**config.mk**
```make
export PLATFORM = sky130hd
export DESIGN_NAME = spi_seq_ctrl
export DESIGN_NICKNAME = d
export VERILOG_FILES = /design/src/rtl/spi_seq_pkg.sv /design/src/rtl/spi_ena_gen.sv /design/src/rtl/spi_seq_ctrl.sv
export SDC_FILE = /design/constraint.sdc
export NUM_CORES = 1
export LEC_CHECK = 0
export ABC_CLOCK_PERIOD_IN_PS = 4900
export BUFFER_PORTS_ARGS = -buffer_cell sky130_fd_sc_hd__buf_2
export CAP_MARGIN = 20
export CORE_UTILIZATION = 35
export CTS_BUF_LIST = sky130_fd_sc_hd__clkbuf_16
export DETAILED_ROUTE_END_ITERATION = 8
export GPL_TIMING_DRIVEN = 0
export PLACE_DENSITY = 0.54
export SLEW_MARGIN = 15
export SYNTH_ARGS = -nofsm -noshare
export SYNTH_HDL_FRONTEND = slang
export SYNTH_SLANG_ARGS = --single-unit
```
**constraint.sdc**
```tcl
create_clock -name clk_i -period 4.9 [get_ports clk_i]
set_clock_uncertainty 0.2 [all_clocks]
set_input_delay 1.225 -clock clk_i [delete_from_list [all_inputs] [get_ports clk_i]]
set_output_delay 1.225 -clock clk_i [all_outputs]
set_load 0.02 [all_outputs]
```
**src/rtl/spi_seq_pkg.sv**
```systemverilog
// Shared definitions for the SPI transaction sequencer: FSM encoding and timing defaults.
package spi_seq_pkg;

  // Sequencer states
  typedef enum logic [2:0] {
    ST_IDLE  = 3'd0,
    ST_SETUP = 3'd1,
    ST_LOAD  = 3'd2,
    ST_XFER  = 3'd3,
    ST_HOLD  = 3'd4,
    ST_GAP   = 3'd5
  } state_e;

  // Default CS setup / hold / gap, in ena ticks
  localparam int unsigned DEF_SETUP = 1;
  localparam int unsigned DEF_HOLD  = 1;
  localparam int unsigned DEF_GAP   = 2;

  // Smallest legal clk cycles per ena tick
  localparam int unsigned MIN_DIV   = 2;

endpackage

```
**src/rtl/spi_ena_gen.sv**
```systemverilog
// Divider producing the 2xSCK enable tick for SPI_Master.
// With SPI_SEQ_CTRL_DIV_EN defined the divide ratio comes from div_i (0/1 read as 2)
// and is picked up at each counter wrap; otherwise it is the DIV parameter.
module spi_ena_gen
  import spi_seq_pkg::*;
#(
  parameter int unsigned DIV = 4
) (
  input  logic       clk_i,
  input  logic       rst_ni,
  input  logic       clr_i,
`ifdef SPI_SEQ_CTRL_DIV_EN
  input  logic [7:0] div_i,
`endif
  output logic       ena_o
);

`ifdef SPI_SEQ_CTRL_DIV_EN
  localparam int unsigned CNT_W = 8;

  logic [CNT_W-1:0] div_eff;
  logic [CNT_W-1:0] lim_q;
  logic [CNT_W-1:0] lim_d;

  // Clamp the runtime ratio and adopt it only when the counter wraps
  always_comb begin
    div_eff = (div_i < CNT_W'(MIN_DIV)) ? CNT_W'(MIN_DIV) : div_i;
    lim_d   = ena_o ? (div_eff - CNT_W'(1)) : lim_q;
  end

  // Active terminal count
  always_ff @(posedge clk_i or negedge rst_ni) begin
    if (!rst_ni) lim_q <= CNT_W'(MIN_DIV - 1);
    else         lim_q <= lim_d;
  end
`else
  localparam int unsigned CNT_W = $clog2(DIV);

  logic [CNT_W-1:0] lim_d;

  // Fixed terminal count
  assign lim_d = CNT_W'(DIV - 1);
`endif

  logic [CNT_W-1:0] cnt_q;
  logic [CNT_W-1:0] cnt_d;
  logic             ena_d;

  // Next count: restart on wrap or on a master start; tick flagged at terminal count
  always_comb begin
    cnt_d = (clr_i || ena_o) ? '0 : cnt_q + CNT_W'(1);
    ena_d = (cnt_d == lim_d);
  end

  // Counter and registered tick
  always_ff @(posedge clk_i or negedge rst_ni) begin
    if (!rst_ni) begin
      cnt_q <= '0;
      ena_o <= 1'b0;
    end else begin
      cnt_q <= cnt_d;
      ena_o <= ena_d;
    end
  end

endmodule

```
**src/rtl/spi_seq_ctrl.sv**
```systemverilog
// Transaction sequencer in front of SPI_Master: owns slave select, generates the
// 2xSCK enable and frames a (len+1)-byte transfer with CS setup, hold and gap.
// Optional runtime divider port div_i is enabled by SPI_SEQ_CTRL_DIV_EN.
module spi_seq_ctrl
  import spi_seq_pkg::*;
#(
  parameter int unsigned DATA_W = 8,
  parameter int unsigned SS_N   = 4,
  parameter int unsigned LEN_W  = 8,
  parameter int unsigned DIV    = 4,
  parameter int unsigned SETUP  = DEF_SETUP,
  parameter int unsigned HOLD   = DEF_HOLD,
  parameter int unsigned GAP    = DEF_GAP,
  localparam int unsigned SS_W  = (SS_N > 1) ? $clog2(SS_N) : 1
) (
  input  logic              clk_i,
  input  logic              rst_ni,
  input  logic              cmd_valid_i,
  output logic              cmd_ready_o,
  input  logic [SS_W-1:0]   cmd_ss_i,
  input  logic [LEN_W-1:0]  cmd_len_i,
  input  logic              tx_valid_i,
  output logic              tx_ready_o,
  input  logic [DATA_W-1:0] tx_data_i,
  output logic              rx_valid_o,
  output logic [DATA_W-1:0] rx_data_o,
  output logic              done_o,
  output logic [SS_N-1:0]   ss_n_o,
  output logic              spi_ena_o,
  output logic              spi_start_o,
  output logic              spi_ack_o,
  output logic [DATA_W-1:0] spi_tx_o,
  input  logic [DATA_W-1:0] spi_rx_i,
  input  logic              spi_busy_i,
  input  logic              spi_irq_i
`ifdef SPI_SEQ_CTRL_DIV_EN
  ,
  input  logic [7:0]        div_i
`endif
);

  localparam int unsigned TICK_MAX = (SETUP > HOLD) ? ((SETUP > GAP) ? SETUP : GAP)
                                                    : ((HOLD > GAP) ? HOLD : GAP);
  localparam int unsigned TICK_W   = $clog2(TICK_MAX + 1);

  state_e            state_q, state_d;
  logic [LEN_W-1:0]  len_q, len_d;
  logic [LEN_W-1:0]  bcnt_q, bcnt_d;
  logic [TICK_W-1:0] tick_q, tick_d;
  logic [SS_N-1:0]   ss_n_q, ss_n_d;
  logic [SS_N-1:0]   sel;
  logic [DATA_W-1:0] tx_q, tx_d;
  logic              ready_q, ready_d;
  logic              tx_ready_q, tx_ready_d;
  logic              start_q, start_d;
  logic              done_q, done_d;
  logic              tick_adv;
  logic              xfer_hit;
  logic              ena;

  // Busy is not needed: the irq/ack handshake fully paces each byte
  logic unused_busy;
  assign unused_busy = spi_busy_i;

  // Enable tick generator, phase restarted by each master start
  spi_ena_gen #(
    .DIV   (DIV)
  ) u_ena_gen (
    .clk_i (clk_i),
    .rst_ni(rst_ni),
    .clr_i (start_q),
`ifdef SPI_SEQ_CTRL_DIV_EN
    .div_i (div_i),
`endif
    .ena_o (ena)
  );

  // One-hot decode of the requested slave; out-of-range indices select nothing
  always_comb begin
    sel = '0;
    for (int i = 0; i < SS_N; i++) begin
      sel[i] = (int'(cmd_ss_i) == i);
    end
  end

  // Byte completion: RX pulse and ack happen in the master's irq cycle
  assign xfer_hit = (state_q == ST_XFER) && spi_irq_i;

  // Next-state and registered-output decode
  always_comb begin
    state_d  = state_q;
    len_d    = len_q;
    bcnt_d   = bcnt_q;
    ss_n_d   = ss_n_q;
    tx_d     = tx_q;
    start_d  = 1'b0;
    done_d   = 1'b0;
    tick_adv = 1'b0;

    case (state_q)
      ST_IDLE: begin
        if (cmd_valid_i && ready_q) begin
          len_d   = cmd_len_i;
          bcnt_d  = '0;
          ss_n_d  = ~sel;
          state_d = ST_SETUP;
        end
      end
      ST_SETUP: begin
        if (ena) begin
          if (tick_q == TICK_W'(SETUP - 1)) state_d = ST_LOAD;
          else                              tick_adv = 1'b1;
        end
      end
      ST_LOAD: begin
        if (tx_valid_i && tx_ready_q) begin
          tx_d    = tx_data_i;
          start_d = 1'b1;
          state_d = ST_XFER;
        end
      end
      ST_XFER: begin
        if (xfer_hit) begin
          if (bcnt_q == len_q) begin
            state_d = ST_HOLD;
          end else begin
            bcnt_d  = bcnt_q + LEN_W'(1);
            state_d = ST_LOAD;
          end
        end
      end
      ST_HOLD: begin
        if (ena) begin
          if (tick_q == TICK_W'(HOLD - 1)) begin
            ss_n_d  = '1;
            state_d = ST_GAP;
          end else begin
            tick_adv = 1'b1;
          end
        end
      end
      ST_GAP: begin
        if (ena) begin
          if (tick_q == TICK_W'(GAP - 1)) begin
            done_d  = 1'b1;
            state_d = ST_IDLE;
          end else begin
            tick_adv = 1'b1;
          end
        end
      end
      default: begin
        ss_n_d  = '1;
        state_d = ST_IDLE;
      end
    endcase

    if (state_d != state_q) tick_d = '0;
    else if (tick_adv)      tick_d = tick_q + TICK_W'(1);
    else                    tick_d = tick_q;

    ready_d    = (state_d == ST_IDLE);
    tx_ready_d = (state_d == ST_LOAD);
  end

  // State and output registers; reset releases CS at once
  always_ff @(posedge clk_i or negedge rst_ni) begin
    if (!rst_ni) begin
      state_q    <= ST_IDLE;
      len_q      <= '0;
      bcnt_q     <= '0;
      tick_q     <= '0;
      ss_n_q     <= '1;
      tx_q       <= '0;
      ready_q    <= 1'b0;
      tx_ready_q <= 1'b0;
      start_q    <= 1'b0;
      done_q     <= 1'b0;
    end else begin
      state_q    <= state_d;
      len_q      <= len_d;
      bcnt_q     <= bcnt_d;
      tick_q     <= tick_d;
      ss_n_q     <= ss_n_d;
      tx_q       <= tx_d;
      ready_q    <= ready_d;
      tx_ready_q <= tx_ready_d;
      start_q    <= start_d;
      done_q     <= done_d;
    end
  end

  assign cmd_ready_o = ready_q;
  assign tx_ready_o  = tx_ready_q;
  assign done_o      = done_q;
  assign ss_n_o      = ss_n_q;
  assign spi_ena_o   = ena;
  assign spi_start_o = start_q;
  assign spi_tx_o    = tx_q;
  assign spi_ack_o   = xfer_hit;
  assign rx_valid_o  = xfer_hit;
  assign rx_data_o   = xfer_hit ? spi_rx_i : '0;

endmodule

```
==> results by group <==
Clocking
  • CTS buffer count: 5
  • Worst-Skew Late Latency: about 0.28 ns
  • # H-tree levels: 2
  • Hold-fix buffers, CTS: 0
  • Max clock buf depth: 2
  • CTS tree: built
  • Post-CTS setup buffer count: 0
  • Post_cts resized: 0
  • Root Buffer: clkbuf_16
  • Clk slew on worst S/H paths: 0.06 ns
  • Clock sink total: 40

Placement
  • Port Buffers: 57
  • GP Congestion: 0.7629
  • Final HPWL DP: between 3 and 4 mm
  • Pre-CTS setup slack: 0.9539 ns

Timing
  • RSZ-0062 raised after global routing: false
  • Peak Freq: around 0.25 GHz
  • Max-slew violations: 0
  • Slew @ Worst Pin: 0.8719 ns
  • Minimum clock period: between 3 and 4 ns
  • Rel. slew slack: between 40% and 50%
  • Post-route setup TNS: 0 ns
  • Final Hold Fails: 0
  • Setup-failing EPs final: 0
  • Final worst setup slack: about 0.95 ns
  • Crit share post-route: between 80% and 90%

Die
  • Die X: approximately 79 um
  • Die height: approximately 79 um
  • Rows: 27
  • Total I/O pin count: a little under 60
  • Total die area: ~6300 um2
  • Initial Utilization: between 30% and 40%
  • Core area: 5608 um2

Pwr
  • Reg power frac: a little over a third
  • P_sw: around 0.56 mW
  • Net Sw Frac: 37.05%
  • P_leak: between 1 and 1.5 nW
  • Combinational Power Share: 39.9%
  • Pint: 0.9523 mW
  • Max VDD drop: 0.2757 mV
  • Clock power share: between 20% and 30%
  • Power Density: 576.5 nW/um2
  • Pwr Total: around 1.5 mW

Worst setup path
  • R2R Path End: len_q[0]$_DFFE_PN0P_
  • Worst r2r path cells: 5
  • Setup slack, reg-to-reg: slightly below 3 ns
  • Startpoint Class: primary input
  • Crit Reg-Reg Startpoint: state_q[1]$_DFF_PN0_
  • Crit path max fanout: 11
  • WP data required: about 3.5 ns
  • CP Capture Type: output port
  • Worst Setup Path Type: primary input to output port
  • Crit path DAT: 2.53 ns

Yosys
  • Synth Area in Compound Gates: 8.638%
  • Synth top area share: 43.19%
  • Synth Area in XOR/XNOR: under 10%
  • Register bit count reported by yosys: 40
  • Yosys warning count: 0
  • Largest family of logic cells by synthesized area: simple AND/OR/NAND/NOR gates
  • Synth cell types: 50
  • Fraction of registers with async set/reset: 100.0%
  • Post-synth top area cell: dfrtp_1
  • Post-synthesis cell area: between 2000 and 2500 um2
  • Simple-gate share of the synthesized area: a little under a fifth
  • Dominant synthesized flop cell: dfrtp_1
  • Mapped Cells: roughly 180
  • EDFF count, synth: 0
  • Mapped Avg Cell Area: ~12 um2
  • Post-Syn Nets: about 210
  • Post-Synth Adder-Cell Area: 1.800%
  • Seq/Total Area, Yosys: roughly half
  • Mux contribution to synthesized area: between 10% and 20%
  • Synth top area cells: dfrtp_1 43%, mux2_2 7.6%, dfstp_2 5.0%

Routing
  • Routed Antenna Nets: 0
  • Highest metal used: met4
  • DR DRC count: 0
  • Detailed-route wire length per cell: between 10 and 15 um
  • Routed WL: just over 4 mm
  • WL met2: between 1.5 and 2 mm
  • WL met1: around 2.0 mm
  • Number of vias per cell: 4.847
  • DR WL met3: approximately 170 um
  • 1st-iter DRT viols: 64
  • Pre-antenna DRT Iters: 4
  • Total number of vias: ~1500

Layout
  • Commonest non-fill, non-tap cell in the layout: buf_2
  • ANT cells: 0
  • Layout area overhead: 25.80%
  • Layout cells sized above 1: 40.25%
  • Most frequent cells in the layout: 59 x buf_2, 36 x dfrtp_1, 14 x mux2_2, 11 x nand2_1
  • Nets: around 280

GRT
  • Grt total ovfl: 0
  • Vias in the first global route: approximately 1500
  • GRT Overall Usage: 14.60%
  • Initial antenna violation count: 0
  • First-pass GRT wire length: about 7 mm
  • Largest net degree at the start of global routing: roughly 40

Worst hold path
  • Worst hold path cell count: 1
  • Min-Delay Endpoint: u_ena_gen.cnt_q[1]$_DFF_PN0_
  • Min-delay worst type: register to register
  • Hold_sp: spi_start_o$_DFF_PN0_

Outcome
  • Status: completed

Job
  • Maxcap violations: 0
stage by stage:
| step | area, um2 | util (%) | hold slack, ns | std cells |
|---|---|---|---|---|
| 3_3_place_gp | 2461 | 43.89 | 0.2491 | 305 |
| 4_1_cts | 2624 | 46.79 | 0.2633 | 313 |
| 5_1_grt | 2624 | 46.79 | 0.2814 | 313 |
| 3_5_place_dp | 2461 | 43.89 | 0.2500 | 305 |
| 2_1_floorplan | 2086 | - | 0.2316 | 176 |
| 6_report | 2624 | 46.79 | 0.2563 | 313 |
sequential cells by signal, indices dropped and copies added (netlist names):
name / cells
tx_ready_o: 1
spi_tx_o: 8
u_ena_gen.cnt_q: 2
len_q: 8
spi_start_o: 1
done_o: 1
tick_q: 2
state_q: 3
bcnt_q: 8
cmd_ready_o: 1
u_ena_gen.ena_o: 1
ss_n_o: 4
metal layers:
metal	GRT usage [%]	vias up
met3	3.103	8
met1	19.69	711
met2	22.16	37
met4	7.091	0
met5	0	-
li1	-	761
synth_stat cells, types with 5 or more instances:
| library cell | instances |
|---|---|
| a21oi_1 | 7 |
| and2_1 | 9 |
| dfrtp_1 | 36 |
| mux2_1 | 6 |
| mux2_2 | 14 |
| mux2i_1 | 9 |
| nand2_1 | 11 |
| nand2b_1 | 5 |
| nand3_1 | 6 |
| xor2_1 | 7 |
worst max-delay path, stage by stage:
cell      delay [ns]
buf_2           0.09
nand2_1         0.07
or2_0           0.23
buf_2           0.17
inv_2           0.08
clkbuf_1        0.30
and2_1          0.19
buf_2           0.16
cell families after synthesis:
logic type	after synthesis
mux	29
flops	40
fa+ha+maj	3
buf+inv	14
compound gates	22
simple gates	58
xor+xnor	10
area by class of cell:
| type | instances | area, um2 |
|---|---|---|
| plain buffers | 8 | 47.55 |
| clock buffers | 5 | 125.1 |
| clock inverters | 3 | 37.54 |
| fillers | 549 | 2984 |
| inverters | 6 | 22.52 |
| multi-input cells | 122 | 1010 |
| flip-flops and latches | 40 | 1006 |
| well taps | 72 | 90.09 |
| repair buffers | 57 | 285.3 |
power groups by stage:
stage                     logic (mW)  clock network (mW)  registers, mW
after detailed placement       0.607                   0          0.557
after global routing           0.658               0.382          0.572
after floorplan                0.373                   0          0.621
after global placement         0.606                   0          0.556
after CTS                      0.609               0.368          0.554
final                          0.603               0.359          0.551
worst max-delay path by stage:
stage	slack, ns	startpoint	end	cells past startpoint
5_1_grt	0.82	spi_irq_i	rx_data_o[1]	8
3_5_place_dp	0.95	spi_irq_i	rx_data_o[3]	8
2_1_floorplan	1.12	spi_irq_i	rx_data_o[0]	6
4_1_cts	0.94	spi_irq_i	rx_data_o[3]	8
3_3_place_gp	0.95	spi_irq_i	rx_data_o[3]	8
6_report	0.95	spi_irq_i	rx_data_o[3]	8
Note: power is estimated with default switching activity, not from simulation.
